**src/rtl/mem_arb_pkg.sv**
```systemverilog
// Shared constants for the data-RAM port arbiter: requester count, requester
// indices and the default burst cap.
package mem_arb_pkg;

  localparam int unsigned N_REQ     = 3;
  localparam int unsigned REQ_DATA  = 0;
  localparam int unsigned REQ_FETCH = 1;
  localparam int unsigned REQ_DMA   = 2;
  localparam int unsigned BURST_MAX = 8;

endpackage

```
**src/rtl/rr_pick.sv**
```systemverilog
// Rotating-priority encoder: one-hot grant to the first asserted request found
// scanning ptr, ptr+1, ... modulo N. Purely combinational.
module rr_pick #(
  parameter  int unsigned N     = 3,
  localparam int unsigned PTR_W = (N > 1) ? $clog2(N) : 1
) (
  input  logic [N-1:0]     req,
  input  logic [PTR_W-1:0] ptr,
  output logic [N-1:0]     gnt
);

  logic [PTR_W-1:0] idx;
  logic             found;

  always_comb begin
    gnt   = '0;
    found = 1'b0;
    idx   = (ptr > PTR_W'(N - 1)) ? '0 : ptr;
    for (int unsigned i = 0; i < N; i++) begin
      if (!found && req[idx]) begin
        gnt[idx] = 1'b1;
        found    = 1'b1;
      end
      idx = (idx == PTR_W'(N - 1)) ? '0 : idx + 1'b1;
    end
  end

endmodule

```
**src/rtl/mem_port_arbiter.sv**
```systemverilog
// Round-robin arbiter sharing one registered-read data RAM between the CPU
// data port, instruction fetch and the UART RX DMA, with bounded locked bursts.
module mem_port_arbiter #(
  parameter int unsigned N_REQ     = mem_arb_pkg::N_REQ,
  parameter int unsigned ADDR_W    = 32,
  parameter int unsigned DATA_W    = 32,
  parameter int unsigned BURST_MAX = mem_arb_pkg::BURST_MAX
) (
  input  logic                     sysclk,
  input  logic                     reset,
  input  logic [N_REQ-1:0]         req,
  input  logic [N_REQ-1:0]         lock,
  input  logic [N_REQ-1:0]         we,
  input  logic [N_REQ*ADDR_W-1:0]  addr,
  input  logic [N_REQ*DATA_W-1:0]  wdata,
  output logic [N_REQ-1:0]         gnt,
  output logic [N_REQ-1:0]         rvalid,
  output logic [DATA_W-1:0]        rdata,
  output logic                     mem_en,
  output logic                     mem_we,
  output logic [ADDR_W-1:0]        mem_addr,
  output logic [DATA_W-1:0]        mem_wdata,
  input  logic [DATA_W-1:0]        mem_rdata
);

  localparam int unsigned PTR_W = (N_REQ > 1) ? $clog2(N_REQ) : 1;
  localparam int unsigned CNT_W = $clog2(BURST_MAX + 1);

  logic [PTR_W-1:0] ptr;
  logic [PTR_W-1:0] owner;
  logic             locked;
  logic [CNT_W-1:0] beat_cnt;
  logic [N_REQ-1:0] rd_pend;

  logic [N_REQ-1:0] rr_gnt;
  logic             hold;
  logic             any_gnt;
  logic [PTR_W-1:0] gnt_idx;
  logic             gnt_we;
  logic             gnt_lock;

  rr_pick #(.N(N_REQ)) u_rr_pick (
    .req (req),
    .ptr (ptr),
    .gnt (rr_gnt)
  );

  // Locked owner keeps the port until its burst reaches the cap.
  always_comb begin
    hold = locked && req[owner] && lock[owner] && (beat_cnt < CNT_W'(BURST_MAX));
    gnt  = hold ? (N_REQ'(1) << owner) : rr_gnt;
  end

  // Steer the granted requester onto the memory port.
  always_comb begin
    any_gnt   = |gnt;
    gnt_idx   = '0;
    gnt_we    = 1'b0;
    gnt_lock  = 1'b0;
    mem_addr  = '0;
    mem_wdata = '0;
    for (int unsigned i = 0; i < N_REQ; i++) begin
      if (gnt[i]) begin
        gnt_idx   = PTR_W'(i);
        gnt_we    = we[i];
        gnt_lock  = lock[i];
        mem_addr  = addr[i*ADDR_W +: ADDR_W];
        mem_wdata = wdata[i*DATA_W +: DATA_W];
      end
    end
    mem_en = any_gnt;
    mem_we = any_gnt & gnt_we;
  end

  always_ff @(posedge sysclk) begin
    if (reset) begin
      ptr      <= '0;
      owner    <= '0;
      locked   <= 1'b0;
      beat_cnt <= '0;
      rd_pend  <= '0;
    end else begin
      rd_pend <= gnt & ~we;
      if (any_gnt) begin
        ptr    <= (gnt_idx == PTR_W'(N_REQ - 1)) ? '0 : gnt_idx + 1'b1;
        owner  <= gnt_idx;
        locked <= gnt_lock;
        // Count saturates at the cap so a lone owner re-winning by round-robin stays unlocked-equivalent.
        if ((gnt_idx == owner) && locked)
          beat_cnt <= (beat_cnt == CNT_W'(BURST_MAX)) ? beat_cnt : beat_cnt + 1'b1;
        else
          beat_cnt <= CNT_W'(1);
      end else begin
        locked   <= 1'b0;
        beat_cnt <= '0;
      end
    end
  end

  assign rvalid = rd_pend;
  assign rdata  = mem_rdata;

endmodule

```
**config.mk**
```make
export PLATFORM = sky130hd
export DESIGN_NAME = mem_port_arbiter
export DESIGN_NICKNAME = d
export VERILOG_FILES = /design/src/rtl/mem_arb_pkg.sv /design/src/rtl/rr_pick.sv /design/src/rtl/mem_port_arbiter.sv
export SDC_FILE = /design/constraint.sdc
export NUM_CORES = 1
export LEC_CHECK = 0
export BUFFER_PORTS_ARGS = -buffer_cell sky130_fd_sc_hd__buf_2
export CAP_MARGIN = 20
export CORE_AREA = 3 3 132 134
export DETAILED_ROUTE_END_ITERATION = 12
export DIE_AREA = 0 0 135 137
export GPL_TIMING_DRIVEN = 0
export PLACE_DENSITY_LB_ADDON = 0.2
export SYNTH_ARGS = -nofsm -noshare
export SYNTH_HDL_FRONTEND = slang
export SYNTH_SLANG_ARGS = --single-unit
```
**constraint.sdc**
```tcl
create_clock -name sysclk -period 3.5 [get_ports sysclk]
set_clock_uncertainty 0.05 [all_clocks]
set_input_delay 0.875 -clock sysclk [delete_from_list [all_inputs] [get_ports sysclk]]
set_output_delay 0.875 -clock sysclk [all_outputs]
set_load 0.03 [all_outputs]
```
## After elaboration in Yosys (flattened, before gate mapping)

Index checks and enable logic that the tools add are counted.

- Logic and storage cells: 89
- Bits of input ports: 235
- Register bits: 12
- Output and inout port bits: 104

- Mux-type cells: 42
- Magnitude comparators: 9
- $add $sub $neg: 4
- Bitwise logic cells: 7
- Shift operators: 1
- Reduce and logical (&&, ||, !) cells: 14
- Equal/unequal tests: 6

Operator list:

| operator | count |
|---|---|
| $mux W32 | 6 |
| $mux W1 | 19 |
| $lt A2 B3 Y1 const B | 4 |
| $mux W3 | 4 |
| $bmux W1 S2 | 5 |
| $mux W2 | 5 |
| $logic_and A1 B1 Y1 | 9 |
| $add A2 B1 Y2 const B | 3 |
| $demux W1 S2 | 3 |
| $eq A2 B2 Y1 const B | 3 |
| $ge A2 B1 Y1 const B | 3 |
| $or A3 B3 Y3 | 2 |
| $reduce_or A3 Y1 | 2 |
| $add A4 B1 Y4 const B | 1 |
| $eq A4 B4 Y1 const B | 1 |
| $lt A4 B4 Y1 const B | 1 |
| $and A3 B3 Y3 | 1 |
| $not A3 Y3 | 1 |
| $shl A1 B2 Y3 const A | 1 |
| $eq A2 B2 Y1 | 1 |
| $gt A2 B2 Y1 const B | 1 |
| $logic_not A1 Y1 | 2 |
| $ne A2 B2 Y1 const B | 1 |
| $not A1 Y1 | 2 |
| other kinds (2) | 2 |

## Depth between registers and ports, before layout

Gate-level depths: netlist of the first run.

- Depth in word-level cells: 19
- Depth in mapped cells: 13
- Mapped depth without buffers: 9

## Cells and area by module

From an unflattened synthesis of the first run, not the netlist that was laid out.

- Cells, all modules: 437
- Area total of the unflattened synthesis: 3149.3 µm²

Modules (own cells, without submodules):

| module | area each (µm²) | instances | seq. area each (µm²) | cells an instance |
|---|---|---|---|---|
| mem_port_arbiter | 2904.0 | 1 | 220.2 | 408 |
| rr_pick | 245.2 | 1 | 0.0 | 29 |

## Least setup slack after synthesis of the first run

No wires, ideal clock.

- Path type: in2out
- From: in req[2]
- To: out mem_addr[23]
- Arrival time: 2.951 ns
- Setup slack: -0.376 ns
- Buffers on the path: 2
- Data required time: 2.575 ns
- Stages: 8
- Path through: clkbuf_2 -> and3b_1 -> o21ai_0 -> and2_1 -> a22oi_2 -> clkbuf_1 -> a221oi_1 -> nor2_1

- Elaborated cells between the ends (all ways): 26
- Classes of those cells: 17 x mux; 2 x bitwise; 7 x reduce/logical

RTL lines:

| item | RTL line | source |
|---|---|---|
| start, declared | mem_port_arbiter.sv:11 | `input logic [N_REQ-1:0] req,` |
| $bmux W1 S2 | rr_pick.sv:20 | `if (!found && req[idx]) begin` |
| $mux W1 (implied by the code) | rr_pick.sv:20 |  |
| $mux W1 | rr_pick.sv:20 |  |
| $logic_not A1 Y1 | rr_pick.sv:20 |  |
| $logic_and A1 B1 Y1 | rr_pick.sv:20 |  |
| $mux W1 | rr_pick.sv:20 |  |
| $logic_not A1 Y1 | rr_pick.sv:20 |  |
| $logic_and A1 B1 Y1 | rr_pick.sv:20 |  |
| $mux W3 | rr_pick.sv:20 |  |
| $mux W3 * | mem_port_arbiter.sv:51 | `gnt = hold ? (N_REQ'(1) << owner) : rr_gnt;` |
| via gnt[1] | mem_port_arbiter.sv:16 | `output logic [N_REQ-1:0] gnt,` |
| $mux W32 * (2 in a row) | mem_port_arbiter.sv:63 | `if (gnt[i]) begin` |
| end, declared | mem_port_arbiter.sv:21 | `output logic [ADDR_W-1:0] mem_addr,` |

Mark *: on every way through the listed nets, which the timed path passes. The rest lies on a longest branch. The select of a mux whose other input is x is not followed.

## Worst setup path in the final report of the first run

- From: in lock[1]
- To: out mem_addr[9]

- Word-level cells in the longest chain between the ends: 8

Ends and longest elaborated chain:

| item | RTL line | source |
|---|---|---|
| start, declared | mem_port_arbiter.sv:12 | `input logic [N_REQ-1:0] lock,` |
| $bmux W1 S2 * | mem_port_arbiter.sv:50 | `hold = locked && req[owner] && lock[owner] && (beat_cnt < CNT_W'(BURST_MAX));` |
| $mux W1 (implied by the code) * | mem_port_arbiter.sv:50 |  |
| $logic_and A1 B1 Y1 * (2 in a row) | mem_port_arbiter.sv:50 |  |
| $mux W3 * | mem_port_arbiter.sv:51 |  |
| $mux W32 (2 in a row) | mem_port_arbiter.sv:63 |  |
| $mux W32 * | mem_port_arbiter.sv:63 |  |

Mark *: on every way between the ends. The rest lies on a longest branch, timed or not. The select of a mux whose other input is x is not followed.

==> metrics, run 1 <==
Slew headroom 56.0%; Initial Utilization 15.0%; Routed WL 16700 µm; max_cap viols 0; vias in the first global route 4436; worst hold endpoint ptr[0]; fillers 1659; crit path kind in -> out; Setup TNS Final -13.65 ns; Seq cells post-synth 11; Syn-to-layout area delta 181%; register area share after synthesis 8.92%; CP max FO 6; setup violators final 65; clk slew on worst S/H paths 0.05 ns; flop-to-flop setup slack 0.86 ns; Final period util 109%; VDD IR-drop max 709 µV; Fin. Hold Viols 0; Die Y 137 µm; pins over their slew limit 0; pin count of the biggest net entering global routing 11; first-pass GRT wire length 23900 µm; Synth top area share 20.8%; CP Capture Type output pin; RSZ-0062 raised after global routing yes; 1st-pass router iterations 4; met3 WL 1210 µm; site row count 47; Placer Congestion 0.799; yosys warns 0; antenna violations before repair 2; met2 wire length 8850 µm; Synth Flop Type dfxtp_1; DR vias 4253; Slew @ Worst Pin 0.651 ns; total gr overflow 0; Tmin final 3.81 ns; CTS tree done; die area 18500 µm²; EDFF count, synth 0; hold path depth 2; htree depth 1; Top Ports 339; CP Launch Type primary input; # DRC 0; worst hold slack 0.482 ns; CP Cell Sequence buf_6, mux2i_4, or4_4, a41oi_2, o31a_2, nor2_4, buf_12, buf_12, buf_16, a221oi_4, nor2_4, buf_6; Util after Layout 42.3%; latest clock arrival within the worst-skew pair 0.24 ns; R2R Path Start owner[0]; Final ANT Viol Nets 0; CTS Sinks 11; Leak Pwr 3.08 nW; failing checks setup timing; top cells by area, synth nor2_1 21%, a221oi_1 20%, buf_4 10%, dfxtp_1 8.9%, a221oi_2 6.1%; post-synthesis instance total 374; IO buf count 303; TritonCTS Buffers 3; Die Wd 135 µm; Total Routing Usage GR 16.1%; Yosys cell types 47; FMAX 263 MHz; Cell Area, Synth 2470 µm²; status complete, but fails checks; R2R cell count 12; Worst Path Required 2.57 ns; Power Total 8.88 mW; asr flop ratio synth 0%; Setup WS post-layout -0.306 ns; drt initial violations 89; Syn Area/Cell 6.60 µm²; CP max stage cell or4_4; Clock Root Buffer clkbuf_16; highest metal used met5; fin nets 965; hpwl dp 13100 µm; WL per Instance 17.7 µm; Power Density 1280 nW/µm²; core area 16400 µm²; Setup WS pre-CTS -0.748 ns; share of layout cells above drive strength 1 84.2%; slowest stage delay, CP 0.50 ns; post-synthesis cell type with the largest combined area nor2_1; Hold Path Origin ptr[0]; maximum root-to-sink buffer count 2; Worst EP arrival 2.88 ns; DRT met1 WL 6430 µm; Via-to-Cell Ratio 4.50; Reg-to-Reg End beat_cnt[1]; Mapped Nets 615; worst hold-check path type reg -> reg
==> state kept, by name (all words and copies together) (netlist names) <==
| register | flops |
|---|---|
| beat_cnt | 4 |
| owner | 2 |
| locked | 1 |
| rvalid | 3 |
| ptr | 1 |
==> synth_stat cells, drive strengths merged, types with 2 or more instances <==
library cell / count
a211oi: 2
a21oi: 5
a221oi: 65
a22oi: 3
and2: 3
buf: 52
clkbuf: 16
dfxtp: 11
ha: 6
inv: 10
mux2i: 6
nand2: 7
nand2b: 5
nand3: 2
nand3b: 4
nor2: 138
nor2b: 2
nor3: 7
nor3b: 2
o2111ai: 2
o21ai: 6
xnor2: 2
xor2: 2
==> critical path: cells and delay by family <==
kind,cells,cell delay (ns)
AOI/OAI and AO/OA,3,0.68
buffers and inverters,5,0.64
muxes,1,0.06
and+or+nand+nor,3,0.62
==> stage by stage <==
stage	instance area [µm²]	instances
global placement	5110	897
CTS	6640	936
global route	6940	944
floorplan	3320	374
finish	6950	945
detailed placement	5110	897
==> worst max-delay path by stage <==
stage / endpoint / depth (start not counted) / from / slack (ns)
global placement: mem_addr[9] / 11 / req[1] / -0.75
finish: mem_addr[9] / 12 / lock[1] / -0.31
CTS: mem_addr[9] / 12 / req[2] / -0.39
floorplan: mem_addr[24] / 10 / req[2] / -0.07
global route: mem_addr[9] / 13 / owner[0] / -0.36
detailed placement: mem_addr[9] / 10 / req[1] / -0.75
==> logic make-up after synthesis <==
family                   count (synthesis)  synth area share (%)
flip-flops                              11                  8.92
buffers and inverters                   78                  19.2
multiplexers                             6                  2.43
AO/OA/AOI/OAI                           92                  34.4
adder cells (fa/ha/maj)                  6                  3.04
AND/OR/NAND/NOR                        177                  30.7
XOR/XNOR                                 4                  1.42
==> area by class of cell <==
type	count	area, µm²	area share, %
Antenna cell	2	5.00	0.0721
Buffer	67	821	11.8
Clock buffer	4	78.8	1.13
Inverter	10	50.0	0.721
Multi-Input combinational cell	285	3140	45.2
Sequential cell	11	225	3.24
Tap cell	220	275	3.96
Timing Repair Buffer	346	2350	33.8
==> placed cells by master (no fill, tap or decap), drive strengths merged, types with 2 or more instances in the layout <==
cell type    n
nand2        7
a22oi        3
o2111ai      2
diode        2
mux2i        6
nand2b       5
xor2         2
dfxtp       11
clkbuf      24
and2         3
nor2       138
a221oi      65
o21ai        6
nor3         7
nor3b        2
inv         10
a21oi        5
ha           6
xnor2        2
nand3        2
nand3b       4
a211oi       2
nor2b        2
buf        393
==> power breakdown <==
part,internal [mW],total [mW],switching (mW)
clock network,0.153,0.212,0.0587
registers,0.159,0.180,0.0214
logic,3.93,8.48,4.55
==> routing by layer <==
layer | GRT usage (%) | vias to the layer above
met5 | 0 | -
met4 | 2.91 | 2
met2 | 30.2 | 204
met1 | 19.2 | 1983
met3 | 3.20 | 14
li1 | - | 2050
==> what timing repair did <==
item | 4_1_cts | 5_1_grt
hold buffers | 0 | 0
gates cloned | 6 | 3
buffers inserted | 29 | 6
pin swaps | 27 | 26
resized for setup | 264 | 63
endpoints found under the setup margin | 68 | 68
(Power assumes the default switching activity.)
==> run 2, diff against run 1 <==
BUFFER_PORTS_ARGS = not set   (was -buffer_cell sky130_fd_sc_hd__buf_2)
CORE_AREA = 3 3 131 133   (was 3 3 132 134)
DIE_AREA = 0 0 134 136   (was 0 0 135 137)
DONT_BUFFER_PORTS = 1   (was not set)
clock period = 4.2 ns   (was 3.5 ns; I/O delays follow)
==> metrics, run 2 (synthesis results as in run 1) <==
status completed (was complete, but fails checks); RSZ-0062 raised after global routing yes (unchanged); setup violators final 0 (was 65); Power Total 5.86 mW (was 8.88 mW); pins over their slew limit 0 (unchanged); CP Cell Sequence buf_12, nand2_4, or4b_4, a41oi_2, o31a_4, nor2_4, buf_12, buf_12, buf_16, a221oi_4, nor2_4 (was buf_6, mux2i_4, or4_4, a41oi_2, o31a_2, nor2_4, buf_12, buf_12, buf_16, a221oi_4, nor2_4, buf_6); Die Wd 134 µm (was 135 µm); CP max stage cell or4b_4 (was or4_4); Slew @ Worst Pin 0.656 ns (was 0.651 ns); site row count 46 (was 47); Setup WS post-layout 0.0370 ns (was -0.306 ns); antenna violations before repair 0 (was 2); Routed WL 15300 µm (was 16700 µm); WL per Instance 25.0 µm (was 17.7 µm); Final period util 99.1%; total gr overflow 0 (unchanged); Post-CTS Hold Buffers 0 (unchanged); core area 15900 µm² (was 16400 µm²); pin count of the biggest net entering global routing 11 (unchanged); crit path kind in -> out (unchanged); Leak Pwr 1.56 nW (was 3.08 nW); R2R cell count 13 (was 12); latest clock arrival within the worst-skew pair 0.24 ns (about the same); Clock Root Buffer clkbuf_16 (unchanged); die area 18200 µm² (was 18500 µm²); met1 Resource Use GR 16.1% (was 19.2%); worst hold-check path type reg -> reg (unchanged); Tmin final 4.16 ns; htree depth 1 (unchanged); CP most frequent cell buf_12; Syn-to-layout area delta 86.3% (was 181%); gr busiest metal met2 (unchanged); VDD IR-drop max 552 µV (was 709 µV); max_cap viols 0 (unchanged); fin nets 640 (was 965); Worst EP arrival 3.06 ns (was 2.88 ns); Worst Path Required 3.10 ns (was 2.57 ns); DR vias 3063 (was 4253); CTS tree done (unchanged); max FFs per register 4 (unchanged); R2R Path Start ptr[0] (was owner[0]); Global Route met2 Usage 29.8% (was 30.2%); Final ANT Viol Nets 0 (unchanged); CTS Sinks 11 (unchanged); CP Capture Type output pin (unchanged); slowest stage delay, CP 0.57 ns (was 0.50 ns); Critical Path End mem_addr[7] (was mem_addr[9]); Setup TNS Final 0 ns (was -13.65 ns); share of layout cells above drive strength 1 57.0% (was 84.2%); maximum root-to-sink buffer count 2 (unchanged); IO buf count 0 (was 303); clk slew on worst S/H paths 0.04 ns (was 0.05 ns); CP max FO 7 (was 6); TritonCTS Buffers 3 (unchanged); commonest non-fill, non-tap cells in the layout 72 x nor2_1, 56 x buf_4, 56 x nor2_4 (was 235 x buf_2, 87 x buf_4, 62 x nor2_2); drt initial violations 133 (was 89); Util after Layout 28.8% (was 42.3%); Power Density 1270 nW/µm² (was 1280 nW/µm²); FMAX 240 MHz; # diodes 0 (was 2); Die Y 136 µm (was 137 µm); met3 GRT Util 4.18% (was 3.20%); vias in the first global route 3272 (was 4436); Top reg by flops beat_cnt (unchanged); commonest non-fill, non-tap cell in the layout nor2_1 (was buf_2); hpwl dp 12200 µm (was 13100 µm); Via-to-Cell Ratio 4.99 (was 4.50); CP Launch Type primary input (unchanged); Critical path origin req[2] (was lock[1]); worst hold slack 0.505 ns (was 0.482 ns); Reg-to-Reg End locked (was beat_cnt[1]); Top Ports 339 (unchanged); Total Routing Usage GR 14.9% (was 16.1%); Fin. Hold Viols 0 (unchanged); first-pass GRT wire length 20800 µm (was 23900 µm); # DRC 0 (unchanged); 1st-pass router iterations 4 (unchanged); Slew headroom 55.9% (was 56.0%); Setup WS pre-CTS -0.784 ns (was -0.748 ns); flop-to-flop setup slack 1.41 ns (was 0.86 ns); Placer Congestion 0.804 (was 0.799); Initial Utilization 15.5% (was 15.0%)
==> run 2: worst max-delay path: cells and delay by family <==
family / cells / cell delay, ns
buffers and inverters: 4 / 0.50
and+or+nand+nor: 4 / 0.78
AOI/OAI and AO/OA: 3 / 0.71
==> run 2: layout make-up <==
type,instances,area [µm²]
Clock buffer,4,78.8
Fill cell,1700,11300
Multi-Input combinational cell,285,3130
Timing Repair Buffer,21,221
Tap cell,216,270
Buffer,67,642
Sequential cell,11,221
Inverter,10,40.0
==> run 2: timing repair <==
action,CTS,global route
hold endpoints to repair,0,0
gates cloned,0,2
buffers inserted,6,13
setup endpoints to repair,67,67
pin swaps,38,21
resized for setup,232,81
==> run 2: worst min path at each step <==
| stage | from | to | slack [ns] | cells past startpoint |
|---|---|---|---|---|
| 5_1_grt | ptr[0] | ptr[0] | 0.54 | 2 |
| 2_1_floorplan | beat_cnt[2] | beat_cnt[2] | 0.47 | 2 |
| 6_report | ptr[0] | ptr[0] | 0.51 | 2 |
| 4_1_cts | beat_cnt[2] | beat_cnt[2] | 0.53 | 2 |
| 3_5_place_dp | beat_cnt[1] | beat_cnt[1] | 0.52 | 2 |
| 3_3_place_gp | ptr[0] | ptr[0] | 0.52 | 2 |
==> run 2: power by group <==
group | total [mW] | switching (mW) | internal, mW
Sequential | 0.159 | 0.0288 | 0.130
Clock | 0.172 | 0.0444 | 0.127
Combinational | 5.53 | 3.52 | 2.00
Total | 5.86 | 3.60 | 2.26
==> run 2: metal layers <==
layer | wire length [µm] | vias to the layer above
li1 | - | 1385
met1 | 5180 | 1506
met3 | 1160 | 12
met2 | 8890 | 160
met4 | 120 | 0
met5 | 0 | -
==> run 2: per-stage QoR <==
step	cells	cell area (µm²)
floorplan	374	2470
global placement	590	2740
detailed placement	590	2740
CTS	600	3970
global route	614	4600
finish	614	4600
==> run 3, diff against run 2 <==
CTS_BUF_LIST = sky130_fd_sc_hd__clkbuf_4 sky130_fd_sc_hd__clkbuf_8 sky130_fd_sc_hd__clkbuf_16   (was not set)
==> metrics, run 3 (synthesis results as in run 1) <==
status completed (unchanged); Syn-to-layout area delta 88.9% (was 86.3%); htree depth 1 (unchanged); hpwl dp 12200 µm (unchanged); family with the most delay on the worst path simple AND/OR/NAND/NOR gates (unchanged); CP max FO 10 (was 7); Power Density 1280 nW/µm² (was 1270 nW/µm²); Fin. Hold Viols 0 (unchanged); CTS tree done (unchanged); Die Y 136 µm (unchanged); IO buf count 0 (unchanged); commonest non-fill, non-tap cells in the layout 72 x nor2_1, 58 x nor2_4, 52 x buf_4 (was 72 x nor2_1, 56 x buf_4, 56 x nor2_4); latest clock arrival within the worst-skew pair 0.23 ns (was 0.24 ns); crit path kind in -> out (unchanged); worst hold endpoint ptr[0] (unchanged); share of layout cells above drive strength 1 57.8% (was 57.0%); # DRC 0 (unchanged); max FFs per register 4 (unchanged); pins over their slew limit 0 (unchanged); Setup WS pre-CTS -0.784 ns (unchanged); pin count of the biggest net entering global routing 11 (unchanged); CP Capture Type output pin (unchanged); Slew headroom 55.5% (was 55.9%); Total Routing Usage GR 14.9% (about the same); Post-CTS Hold Buffers 0 (unchanged); hold path depth 2 (unchanged); Tmin final 4.16 ns (about the same); max_cap viols 0 (unchanged); CP max stage cell or4b_4 (unchanged); maximum root-to-sink buffer count 2 (unchanged); Die Wd 134 µm (unchanged); CP Cell Sequence buf_8, nand2_4, or4b_4, nand2_4, a22oi_2, buf_4, nor2_4, buf_12, buf_4, a221oi_2, nor2_4 (was buf_12, nand2_4, or4b_4, a41oi_2, o31a_4, nor2_4, buf_12, buf_12, buf_16, a221oi_4, nor2_4); Leak Pwr 1.57 nW (was 1.56 nW); antenna violations before repair 0 (unchanged); 1st-pass router iterations 4 (unchanged); drt initial violations 136 (was 133); Setup WS post-layout 0.0431 ns (was 0.0370 ns); Top reg by flops beat_cnt (unchanged); Initial Utilization 15.5% (unchanged); DR vias 3098 (was 3063); Routed WL 15400 µm (was 15300 µm); Placer Congestion 0.804 (unchanged); Final period util 99.0% (was 99.1%); Worst Path Required 3.10 ns (about the same); Via-to-Cell Ratio 5.06 (was 4.99); vias in the first global route 3275 (was 3272); site row count 46 (unchanged); CP Launch Type primary input (unchanged); CTS Sinks 11 (unchanged); Reg-to-Reg End rvalid[1] (was locked); crit path buf inv count 4 (unchanged); first-pass GRT wire length 20800 µm (about the same); R2R Path Start owner[0] (was ptr[0]); die area 18200 µm² (unchanged); commonest non-fill, non-tap cell in the layout nor2_1 (unchanged); core area 15900 µm² (unchanged); fin nets 638 (was 640); Slew @ Worst Pin 0.662 ns (was 0.656 ns); DP Cell Count 590 (unchanged); slowest stage delay, CP 0.58 ns (was 0.57 ns); worst hold-check path type reg -> reg (unchanged); TritonCTS Buffers 3 (unchanged); flop-to-flop setup slack 1.42 ns (was 1.41 ns); R2R cell count 11 (was 13); WL per Instance 25.1 µm (was 25.0 µm); FMAX 241 MHz (was 240 MHz); area of placed instances 2740 µm² (unchanged); Final ANT Viol Nets 0 (unchanged); Hold Path Origin ptr[0] (unchanged); total gr overflow 0 (unchanged); Top Ports 339 (unchanged); Clock Root Buffer clkbuf_16 (unchanged); post-route insts no fill 612 (was 614); # diodes 0 (unchanged); setup violators final 0 (unchanged); final instance area 4660 µm² (was 4600 µm²); Worst EP arrival 3.06 ns (about the same); clk slew on worst S/H paths 0.04 ns (about the same); VDD IR-drop max 556 µV (was 552 µV)
## run 3: worst max path at each step
stage,end,cells after the start,slack (ns),start
global route,mem_wdata[2],13,-0.01,owner[0]
floorplan,mem_addr[13],10,0.04,req[2]
detailed placement,mem_addr[29],9,-0.78,req[1]
global placement,mem_addr[29],9,-0.76,req[1]
finish,mem_wdata[2],11,0.04,req[2]
CTS,mem_addr[22],10,-0.10,req[2]
## run 3: power breakdown
part	leakage, nW	switching [mW]	internal (mW)	total, mW
sequential	0.0901	0.0288	0.130	0.159
clock	0.0416	0.0415	0.133	0.175
combinational	1.44	3.56	2.09	5.65
total	1.57	3.63	2.35	5.98
## run 3: repair_timing
action / 4_1_cts / 5_1_grt
buffers inserted: 6 / 10
setup endpoints to repair: 67 / 67
gates cloned: 0 / 3
resized for setup: 232 / 91
pin swaps: 38 / 24
## run 3: worst register-to-register path, stage by stage (launching register included)
cell and delay (ns):
dfxtp_1 0.37, buf_6 0.17, inv_1 0.10, ha_1 0.26, and3b_2 0.26, o21ai_0 0.11
and2_1 0.18, a22oi_2 0.13, buf_4 0.18, buf_4 0.13, clkbuf_8 0.26, nor3b_1 0.43
## run 3: per-stage QoR
step	total power, mW	setup TNS [ns]	util [%]	hold WS, ns
detailed placement	3.58	-36.72	17.2	0.523
finish	5.98	0	29.2	0.510
CTS	5.14	-2.33	24.9	0.530
floorplan	2.99	0	-	0.469
global placement	3.56	-34.46	17.2	0.518
global route	6.30	-0.0193	29.2	0.543
## run 3: layout make-up
cell class	instances	area, µm²
multi-input combinational	285	3170
fill	1691	11300
buffer	67	659
sequential	11	221
tap	216	270
timing repair buffer	19	224
inverter	10	37.5
clock buffer	4	82.6
## run 3: metal layers
layer	share of wire, %	GRT usage [%]
met1	34	16.1
met2	57	29.8
met3	7.6	4.18
met4	1.1	1.03
met5	0	0
